[config.mk]
export PLATFORM = sky130hd
export DESIGN_NAME = dm_bus_master_flat
export DESIGN_NICKNAME = d
export VERILOG_FILES = /design/src/rtl/dm_bus_master_pkg.sv /design/src/rtl/dm_bus_master_if.sv /design/src/rtl/dm_lane_align.sv /design/src/rtl/dm_bus_master.sv /design/src/flat_wrapper.sv
export SDC_FILE = /design/constraint.sdc
export NUM_CORES = 1
export LEC_CHECK = 0
export CAP_MARGIN = 20
export CORE_MARGIN = 2
export CORE_UTILIZATION = 45
export CTS_CLUSTER_SIZE = 25
export DETAILED_ROUTE_END_ITERATION = 8
export PLACE_DENSITY = 0.8
export SLEW_MARGIN = 5
export SYNTH_ARGS = -nofsm -noshare
export SYNTH_HDL_FRONTEND = slang
export SYNTH_HIERARCHICAL = 1
export SYNTH_SLANG_ARGS = --single-unit
[constraint.sdc]
create_clock -name clk -period 4.5 [get_ports clk]
set_input_delay 0.9 -clock clk [delete_from_list [all_inputs] [get_ports clk]]
set_output_delay 0.9 -clock clk [all_outputs]
set_load 0.02 [all_outputs]
[src/rtl/dm_bus_master_pkg.sv]
// Shared encodings for the data-memory bus master: access kinds, FSM states and bus widths.
package dm_bus_master_pkg;

    localparam int unsigned DataW = 32;
    localparam int unsigned BeW   = 4;

    localparam logic [2:0] OpW  = 3'd0;
    localparam logic [2:0] OpH  = 3'd1;
    localparam logic [2:0] OpHu = 3'd2;
    localparam logic [2:0] OpB  = 3'd3;
    localparam logic [2:0] OpBu = 3'd4;

    typedef enum logic [2:0] {
        StIdle,
        StReq,
        StResp,
        StDone,
        StErr
    } state_e;

endpackage

[src/rtl/dm_bus_master_if.sv]
// Request/grant/response data-memory bus; master drives the command, slave answers.
interface dm_bus_master_if;
    import dm_bus_master_pkg::*;

    logic             bus_req;
    logic             bus_we;
    logic [DataW-1:0] bus_addr;
    logic [BeW-1:0]   bus_be;
    logic [DataW-1:0] bus_wdata;
    logic             bus_gnt;
    logic             bus_rvalid;
    logic [DataW-1:0] bus_rdata;

    modport master (
        output bus_req, bus_we, bus_addr, bus_be, bus_wdata,
        input  bus_gnt, bus_rvalid, bus_rdata
    );

    modport slave (
        input  bus_req, bus_we, bus_addr, bus_be, bus_wdata,
        output bus_gnt, bus_rvalid, bus_rdata
    );

endinterface

[src/rtl/dm_lane_align.sv]
// Little-endian lane steering: store byte enables and lane replication, load extraction
// and extension, plus the legality check for an access.
module dm_lane_align
    import dm_bus_master_pkg::*;
(
    input  logic [2:0]       op,
    input  logic             we,
    input  logic [1:0]       laddr,
    input  logic [DataW-1:0] wdata,
    input  logic [DataW-1:0] rdata,
    output logic [BeW-1:0]   be,
    output logic [DataW-1:0] wdata_rep,
    output logic [DataW-1:0] rdata_ext,
    output logic             misalign
);

    logic [7:0]  byte_sel;
    logic [15:0] half_sel;

    always_comb begin
        byte_sel  = 8'(rdata >> {laddr, 3'b000});
        half_sel  = laddr[1] ? rdata[31:16] : rdata[15:0];
        be        = '0;
        wdata_rep = wdata;
        rdata_ext = rdata;
        misalign  = 1'b0;
        // misalign also flags unencodable ops and unsigned stores
        case (op)
            OpW: begin
                be       = 4'b1111;
                misalign = (laddr != 2'b00);
            end
            OpH, OpHu: begin
                be        = laddr[1] ? 4'b1100 : 4'b0011;
                wdata_rep = {2{wdata[15:0]}};
                rdata_ext = (op == OpH) ? {{16{half_sel[15]}}, half_sel} : {16'h0000, half_sel};
                misalign  = laddr[0] | (we & (op == OpHu));
            end
            OpB, OpBu: begin
                be        = 4'b0001 << laddr;
                wdata_rep = {4{wdata[7:0]}};
                rdata_ext = (op == OpB) ? {{24{byte_sel[7]}}, byte_sel} : {24'h000000, byte_sel};
                misalign  = we & (op == OpBu);
            end
            default: misalign = 1'b1;
        endcase
    end

endmodule

[src/rtl/dm_bus_master.sv]
// MEM-stage initiator: turns a CPU load/store into one bus command, stalls the pipeline
// until the response, a fault or a timeout, and extends returned load data.
module dm_bus_master
    import dm_bus_master_pkg::*;
#(
    parameter int unsigned TIMEOUT = 64
) (
    input  logic             clk,
    input  logic             rst_n,
    input  logic             cpu_req,
    input  logic             cpu_we,
    input  logic [2:0]       cpu_op,
    input  logic [DataW-1:0] cpu_addr,
    input  logic [DataW-1:0] cpu_wdata,
    output logic             cpu_stall,
    output logic             cpu_done,
    output logic             cpu_err,
    output logic [DataW-1:0] cpu_rdata,
    dm_bus_master_if.master  bus
);

    localparam logic [7:0] TimeoutLast = 8'(TIMEOUT - 1);

    state_e           state_q, state_d;
    logic [7:0]       cnt_q, cnt_d;
    logic [DataW-1:0] addr_q, wdata_q, rdata_q;
    logic [BeW-1:0]   be_q;
    logic             we_q;
    logic [2:0]       op_q;
    logic [1:0]       laddr_q;

    logic             load_cmd, cap_rdata, timeout;
    logic [2:0]       op_sel;
    logic [1:0]       laddr_sel;
    logic [BeW-1:0]   be;
    logic [DataW-1:0] wdata_rep, rdata_ext;
    logic             misalign;

    // IDLE encodes the live CPU operands; afterwards the latched op steers the response
    assign op_sel    = (state_q == StIdle) ? cpu_op : op_q;
    assign laddr_sel = (state_q == StIdle) ? cpu_addr[1:0] : laddr_q;

    dm_lane_align u_lane_align (
        .op        (op_sel),
        .we        (cpu_we),
        .laddr     (laddr_sel),
        .wdata     (cpu_wdata),
        .rdata     (bus.bus_rdata),
        .be        (be),
        .wdata_rep (wdata_rep),
        .rdata_ext (rdata_ext),
        .misalign  (misalign)
    );

    always_comb begin
        state_d   = state_q;
        load_cmd  = 1'b0;
        cap_rdata = 1'b0;
        timeout   = (cnt_q == TimeoutLast);
        unique case (state_q)
            StIdle: begin
                if (cpu_req) begin
                    state_d  = misalign ? StErr : StReq;
                    load_cmd = ~misalign;
                end
            end
            StReq: begin
                if (timeout)          state_d = StErr;
                else if (bus.bus_gnt) state_d = StResp;
            end
            StResp: begin
                // a response arriving on the timeout cycle still completes the access
                if (bus.bus_rvalid) begin
                    state_d   = StDone;
                    cap_rdata = ~we_q;
                end else if (timeout) begin
                    state_d = StErr;
                end
            end
            StDone:  state_d = StIdle;
            StErr:   state_d = StIdle;
            default: state_d = StIdle;
        endcase

        if (load_cmd)                                  cnt_d = '0;
        else if (state_q == StReq || state_q == StResp) cnt_d = cnt_q + 8'd1;
        else                                           cnt_d = cnt_q;
    end

    always_ff @(posedge clk or negedge rst_n) begin
        if (!rst_n) begin
            state_q <= StIdle;
            cnt_q   <= '0;
            addr_q  <= '0;
            wdata_q <= '0;
            rdata_q <= '0;
            be_q    <= '0;
            we_q    <= 1'b0;
            op_q    <= OpW;
            laddr_q <= '0;
        end else begin
            state_q <= state_d;
            cnt_q   <= cnt_d;
            if (load_cmd) begin
                addr_q  <= {cpu_addr[DataW-1:2], 2'b00};
                wdata_q <= wdata_rep;
                be_q    <= be;
                we_q    <= cpu_we;
                op_q    <= cpu_op;
                laddr_q <= cpu_addr[1:0];
            end
            if (cap_rdata) rdata_q <= rdata_ext;
        end
    end

    assign cpu_stall     = cpu_req & ~(state_q == StDone || state_q == StErr);
    assign cpu_done      = (state_q == StDone) || (state_q == StErr);
    assign cpu_err       = (state_q == StErr);
    assign cpu_rdata     = rdata_q;
    assign bus.bus_req   = (state_q == StReq);
    assign bus.bus_we    = we_q;
    assign bus.bus_addr  = addr_q;
    assign bus.bus_be    = be_q;
    assign bus.bus_wdata = wdata_q;

endmodule

[src/flat_wrapper.sv]
// flat-port wrapper written by rule: the top's interface ports become plain ports
module dm_bus_master_flat import dm_bus_master_pkg::*;
#(
    parameter int unsigned TIMEOUT = 64
)
  (clk, rst_n, cpu_req, cpu_we, cpu_op, cpu_addr, cpu_wdata, cpu_stall, cpu_done, cpu_err, cpu_rdata, bus_bus_req, bus_bus_we, bus_bus_addr, bus_bus_be, bus_bus_wdata, bus_bus_gnt, bus_bus_rvalid, bus_bus_rdata);
  dm_bus_master_if bus_i ();
  input  logic clk;
  input  logic rst_n;
  input  logic cpu_req;
  input  logic cpu_we;
  input  logic [2:0] cpu_op;
  input  logic [DataW-1:0] cpu_addr;
  input  logic [DataW-1:0] cpu_wdata;
  output logic cpu_stall;
  output logic cpu_done;
  output logic cpu_err;
  output logic [DataW-1:0] cpu_rdata;
  output wire logic [$bits(bus_i.bus_req)-1:0] bus_bus_req;
  output wire logic [$bits(bus_i.bus_we)-1:0] bus_bus_we;
  output wire logic [$bits(bus_i.bus_addr)-1:0] bus_bus_addr;
  output wire logic [$bits(bus_i.bus_be)-1:0] bus_bus_be;
  output wire logic [$bits(bus_i.bus_wdata)-1:0] bus_bus_wdata;
  input wire logic [$bits(bus_i.bus_gnt)-1:0] bus_bus_gnt;
  input wire logic [$bits(bus_i.bus_rvalid)-1:0] bus_bus_rvalid;
  input wire logic [$bits(bus_i.bus_rdata)-1:0] bus_bus_rdata;
  assign bus_bus_req = bus_i.bus_req;
  assign bus_bus_we = bus_i.bus_we;
  assign bus_bus_addr = bus_i.bus_addr;
  assign bus_bus_be = bus_i.bus_be;
  assign bus_bus_wdata = bus_i.bus_wdata;
  assign bus_i.bus_gnt = bus_bus_gnt;
  assign bus_i.bus_rvalid = bus_bus_rvalid;
  assign bus_i.bus_rdata = bus_bus_rdata;
  dm_bus_master #(.TIMEOUT(TIMEOUT)) u_core (.clk(clk), .rst_n(rst_n), .cpu_req(cpu_req), .cpu_we(cpu_we), .cpu_op(cpu_op), .cpu_addr(cpu_addr), .cpu_wdata(cpu_wdata), .cpu_stall(cpu_stall), .cpu_done(cpu_done), .cpu_err(cpu_err), .cpu_rdata(cpu_rdata), .bus(bus_i));
endmodule
Yosys cells after proc, flatten, opt, wreduce, memory -nomap -nowiden
Cells that the tools add are included.
{"block": "word_totals", "in_bits": 105, "reg_bits": 115}
{"block": "op_classes", "n_mux": 23, "eq_ne": 12, "shift": 2, "add_sub_neg": 1, "n_bitwise": 7, "reduce_logical": 9}
{"cell": "$pmux 32 s2", "n": 2}
{"cell": "$mux 32", "n": 2}
{"cell": "$shr 32x5->8", "n": 1}
{"cell": "$mux 3", "n": 7}
{"cell": "$mux 16", "n": 1}
{"cell": "$mux 8", "n": 2}
{"cell": "$eq 3x2->1 const B", "n": 4}
{"cell": "$pmux 4 s3", "n": 1}
{"cell": "$pmux 3 s3", "n": 1}
{"cell": "$add 8x1->8 const B", "n": 1}
{"cell": "$eq 8x6->1 const B", "n": 1}
{"cell": "$eq 3x1->1 const B", "n": 2}
{"cell": "$eq 3x3->1 const B", "n": 2}
{"cell": "$logic_not 3->1", "n": 2}
{"cell": "$mux 1", "n": 4}
{"cell": "$mux 4", "n": 1}
{"cell": "$reduce_bool 2->1", "n": 2}
{"cell": "$reduce_or 2->1", "n": 2}
{"cell": "$shl 1x2->4 const A", "n": 1}
{"cell": "$and 1x1->1", "n": 3}
{"cell": "$ne 3x1->1 const B", "n": 1}
{"cell": "$ne 3x2->1 const B", "n": 1}
{"cell": "$not 1->1", "n": 3}
{"cell": "$pmux 1 s3", "n": 1}
{"cell": "other kinds (5)", "n": 6}

Longest topological paths before layout
{"block": "depth", "ltp_word": 10, "mapped_depth": 14, "depth_no_buf": 8}

Modules after synthesis
The synthesis kept the hierarchy.
{"module": "dm_bus_master", "cells_each": 306, "area_each_um2": 4697.0, "instances": 1}
{"module": "dm_lane_align", "cells_each": 167, "area_each_um2": 1174.9, "instances": 1}

Worst setup path before layout
No wires, ideal clock.
{"block": "synth_timing", "path_type": "flip-flop to flip-flop", "from": "register u_core.state_q[0]", "to": "register u_core.wdata_q[2] (netlist: u_core/bus.bus_wdata[2])", "setup_slack_ns": 1.345, "synth_period_minus_slack_ns": 3.155, "arrival_ns": 3.029, "n_path_buf": 6, "path_stages_with_launch": 15, "setup_time_ns": 0.125, "cell_sequence": "dfrtp_1 buf_6 or3_1 buf_6 mux2_2 clkbuf_1 clkbuf_1 o21bai_1 a22oi_1 o22a_1 nand2b_1 nor2_8 buf_12 buf_12 mux2_4"}
{"block": "synth_via", "word_cells_on_any_way": 18}
{"item": "start, declared", "line_no": "dm_bus_master.sv:24", "text": "state_e state_q, state_d;"}
{"item": "start signal, assigned", "line_no": "dm_bus_master.sv:92", "text": "state_q <= StIdle;"}
{"item": "start signal, assigned", "line_no": "dm_bus_master.sv:102", "text": "state_q <= state_d;"}
{"item": "$logic_not 3->1", "line_no": "dm_bus_master.sv:41", "text": "assign laddr_sel = (state_q == StIdle) ? cpu_addr[1:0] : laddr_q;"}
{"item": "$mux 2", "line_no": "dm_bus_master.sv:41"}
{"item": "net u_core.laddr_sel[1]", "line_no": "dm_bus_master.sv:34", "text": "logic [1:0] laddr_sel;"}
{"item": "$reduce_bool 2->1", "line_no": "dm_lane_align.sv:31", "text": "misalign = (laddr != 2'b00);"}
{"item": "$pmux 1 s3", "line_no": "dm_lane_align.sv:28", "text": "case (op)"}
{"item": "net u_core.misalign", "line_no": "dm_bus_master.sv:37", "text": "logic misalign;"}
{"item": "$not 1->1", "line_no": "dm_bus_master.sv:64", "text": "load_cmd = ~misalign;"}
{"item": "$mux 1", "line_no": "dm_bus_master.sv:62", "text": "if (cpu_req) begin"}
{"item": "$mux 1", "line_no": "dm_bus_master.sv:60", "text": "unique case (state_q)"}
{"item": "end signal, assigned", "line_no": "dm_bus_master.sv:106", "text": "wdata_q <= wdata_rep;"}
{"item": "end, declared", "line_no": "dm_bus_master.sv:26", "text": "logic [DataW-1:0] addr_q, wdata_q, rdata_q;"}
The timed path passes the listed nets, and every way through them passes these cells.
A chain may end at the register's enable or synchronous reset.

Worst setup path after layout
{"block": "layout_timing", "from": "register u_core.state_q[2]", "to": "register u_core.op_q[2]"}
{"block": "layout_via", "elab_chain_cells": 9, "word_cells_on_any_way": 18}
{"item": "$logic_not 3->1 *", "line_no": "dm_bus_master.sv:40", "text": "assign op_sel = (state_q == StIdle) ? cpu_op : op_q;"}
{"item": "$mux 3 *", "line_no": "dm_bus_master.sv:40"}
{"item": "net u_core.op_sel[0]", "line_no": "dm_bus_master.sv:33", "text": "logic [2:0] op_sel;"}
{"item": "$eq 3x2->1", "line_no": "dm_lane_align.sv:28, dm_lane_align.sv:37"}
{"item": "$and 1x1->1", "line_no": "dm_lane_align.sv:37", "text": "misalign = laddr[0] | (we & (op == OpHu));"}
{"item": "$or 1x1->1", "line_no": "dm_lane_align.sv:37"}
{"item": "$pmux 1 s3 *", "line_no": "dm_lane_align.sv:28"}
{"item": "net u_core.misalign", "line_no": "dm_bus_master.sv:37"}
{"item": "$not 1->1 *", "line_no": "dm_bus_master.sv:64"}
{"item": "$mux 1 *", "line_no": "dm_bus_master.sv:62"}
{"item": "$mux 1 *", "line_no": "dm_bus_master.sv:60"}
{"item": "end signal, assigned", "line_no": "dm_bus_master.sv:99", "text": "op_q <= OpW;"}
{"item": "end signal, assigned", "line_no": "dm_bus_master.sv:109", "text": "op_q <= cpu_op;"}
{"item": "end, declared", "line_no": "dm_bus_master.sv:29", "text": "logic [2:0] op_q;"}
Mark *: on every way through the listed nets, which the timed path passes. The rest lies on a longest branch.

==> results.json <==
{
  "status": "complete, no violations",
  "cts-resized-gates": 0,
  "fin_crit_ps": 3943,
  "cp.arrival_ps": 4240,
  "drc": 0,
  "final_common_cell": "clkdlybuf4s50_1",
  "clock_sinks": 115,
  "htreeDepth": 4,
  "grt_pass1_vias": 4961,
  "grt_overflow": 0,
  "ys_ff_latch": 115,
  "cp-end-kind": "register",
  "place_ws_ps": 485.7,
  "grt_usage": 0.2388,
  "gp_congestion": 0.9153,
  "cp_data_required_time_ps": 4790,
  "yosysUniqueCellTypes": 50,
  "yosys_warnings": 6,
  "viasPerCell": 5.387,
  "grt_max_degree": 42,
  "path_cells": "or3_1 > mux2_2 > or3b_2 > o22a_1 > nand2b_1 > nor2_8 > buf_4 > mux2_2",
  "antenna_found_initial": 0,
  "hpwlAfterDp_microns": 11820,
  "rsz0062_at_grt": "false",
  "vdd_drop_max_uv": 438.2,
  "path_clk_slew_ps": 50,
  "skew_ps": 9.660,
  "clkLatencyLatePin_ps": 420,
  "antenna_left": 0,
  "hold_violations": 0,
  "start_kind": "register",
  "area_growth_pct": 46.79,
  "slowest_stage": "or3_1",
  "leakagePower_nw": 3.665,
  "drive_gt1_frac": 0.2741,
  "startpoint": "u_core/state_q[2]",
  "maxSlewHeadroom": 0.4134,
  "fin_crit_sh": 0.8763,
  "cts_tree": "yes",
  "num-fill-cells": 962,
  "synth_enable_flop_cells": 0,
  "drt_iter0_drc": 234,
  "wirelength_microns": 16290,
  "worst-slew-pin-transition_ps": 876.7,
  "rows": 41,
  "drt-wirelength-per-cell_microns": 18.98,
  "synth_cells": 473,
  "cts_setup_buffers": 0,
  "worstSetupEndpoint": "u_core/op_q[2]",
  "start_util": 0.4634,
  "cts_hold_buf": 0,
  "rr_endpoint": "u_core/op_q[2]",
  "crit_fanout": 23,
  "cts_buffers": 17,
  "crit_top_cell": "mux2_2",
  "timing.final.ws_setup_ps": 556.6,
  "r2r_setup_slack_ps": 560,
  "slowest_delay_ps": 670,
  "die_x_microns": 118.2,
  "syn_area_sq_mm": 0.005872,
  "drv_cap": 0,
  "mostFrequentLayoutCells": "206 x clkdlybuf4s50_1, 128 x mux2_2, 115 x dfrtp_1",
  "synthArstFlopShare": 1.000,
  "max_freq_mhz": 253.6,
  "io_buffers": 207,
  "cts-root-buf": "clkbuf_16",
  "syn_avg_cell_area_sq_um": 12.41,
  "finalNetCount": 779,
  "grt_pass1_wl_microns": 26290,
  "firstDrtPassIters": 4,
  "r2r-start": "u_core/state_q[2]",
  "ys.flop_type": "dfrtp_1",
  "crit_type": "register to register",
  "core_area_sq_mm": 0.01267,
  "diodes": 0,
  "hold_class": "input port to asynchronous set/reset pin",
  "setup_viol_count_final": 0,
  "slew_violations": 0,
  "powerDensity_mw_per_mm2": 843.5,
  "fin_tns_setup_ps": 0,
  "yosysSeqAreaShare": 0.4901,
  "ios": 210,
  "r2r_cells": 8,
  "vias": 4622,
  "cts_buffer_depth": 2,
  "die_y_microns": 118.2,
  "die_area_sq_mm": 0.01398
}
==> registers in the layout, summed over array words and instances, names as in the netlist <==
name,cells
u_core/bus.bus_addr,30
u_core/cpu_rdata,32
u_core/op_q,3
u_core/laddr_q,2
u_core/cnt_q,8
u_core/bus.bus_we,1
u_core/state_q,3
u_core/bus.bus_be,4
u_core/bus.bus_wdata,32
==> routing by layer <==
layer | vias to the layer above | global-route usage | routed length [microns]
met3 | 31 | 0.08494 | 1166
met5 | - | 0 | 0
li1 | 2130 | - | -
met2 | 166 | 0.3913 | 8128
met4 | 0 | 0.1009 | 440
met1 | 2295 | 0.2840 | 6551
==> cell families (layout without fill, tap and decap cells) <==
kind of cell	Yosys count	after routing	synth area share
AO/OA/AOI/OAI	92	92	0.1127
XOR/XNOR	2	2	0.002984
adder cells (fa/ha/maj)	2	2	0.003835
buffers and inverters	47	259	0.05455
flip-flops	115	115	0.4901
multiplexers	135	135	0.2625
other	1	2	0.0006386
AND/OR/NAND/NOR	79	79	0.07266
==> Yosys cell counts, drive strengths merged (5+ instances only) <==
cell | count | area share
mux2 | 133 | 0.26
dfrtp | 115 | 0.49
nand2 | 32 | 0.020
buf | 30 | 0.044
a21o | 18 | 0.024
o21ai | 17 | 0.014
a21oi | 15 | 0.013
nor2 | 15 | 0.012
a221o | 14 | 0.024
a22oi | 11 | 0.014
clkbuf | 10 | 0.0064
inv | 7 | 0.0045
o21bai | 6 | 0.0077
or3b | 5 | 0.0075
==> worst min-delay path by stage <==
stage | from | to | slack [ps] | cells after the start
after detailed placement | u_core/op_q[1] | u_core/op_q[1] | 490 | 1
after global placement | u_core/cpu_rdata[6] | u_core/cpu_rdata[6] | 470 | 1
after floorplan | u_core/laddr_q[0] | u_core/laddr_q[0] | 470 | 1
after global routing | rst_n | u_core/cpu_rdata[1] | 490 | 1
final | rst_n | u_core/cpu_rdata[1] | 460 | 1
after CTS | rst_n | u_core/cpu_rdata[1] | 470 | 1
==> area by class of cell <==
type                       count  area (sq um)  area share
multi-input combinational    312          2678      0.3106
sequential                   115          2878      0.3339
timing repair buffer         220          2192      0.2543
inverter                       7         26.28    0.003048
tap                          172         215.2     0.02497
clock buffer                  21         480.5     0.05574
clock inverter                11         150.1     0.01742
==> worst max-delay path, delay by kind of cell (launching register included) <==
| kind | cells | cell delay (ps) |
|---|---|---|
| simple gates | 4 | 1860 |
| flops | 1 | 530 |
| mux | 2 | 880 |
| compound gates | 1 | 250 |
| buf+inv | 1 | 300 |
==> metrics by stage <==
step	total power, mW	instances	hold WS, ps	cell area (sq um)	utilization
finish	7.271	858	464.6	8620	0.6803
global route	7.650	858	493.7	8620	0.6803
CTS	7.285	857	469.5	8612	0.6797
detailed placement	5.819	825	492.1	7981	0.6299
global placement	5.674	825	471.7	7981	0.6299
floorplan	4.300	474	474.9	5876	-
==> report_power, final <==
group | total (mW) | switching (mW) | internal [mW]
Combinational | 3.99 | 1.98 | 2.01
Sequential | 1.86 | 0.312 | 1.55
Clock | 1.42 | 0.492 | 0.931
Total | 7.27 | 2.79 | 4.49
Power figures use the tool's default switching activity.
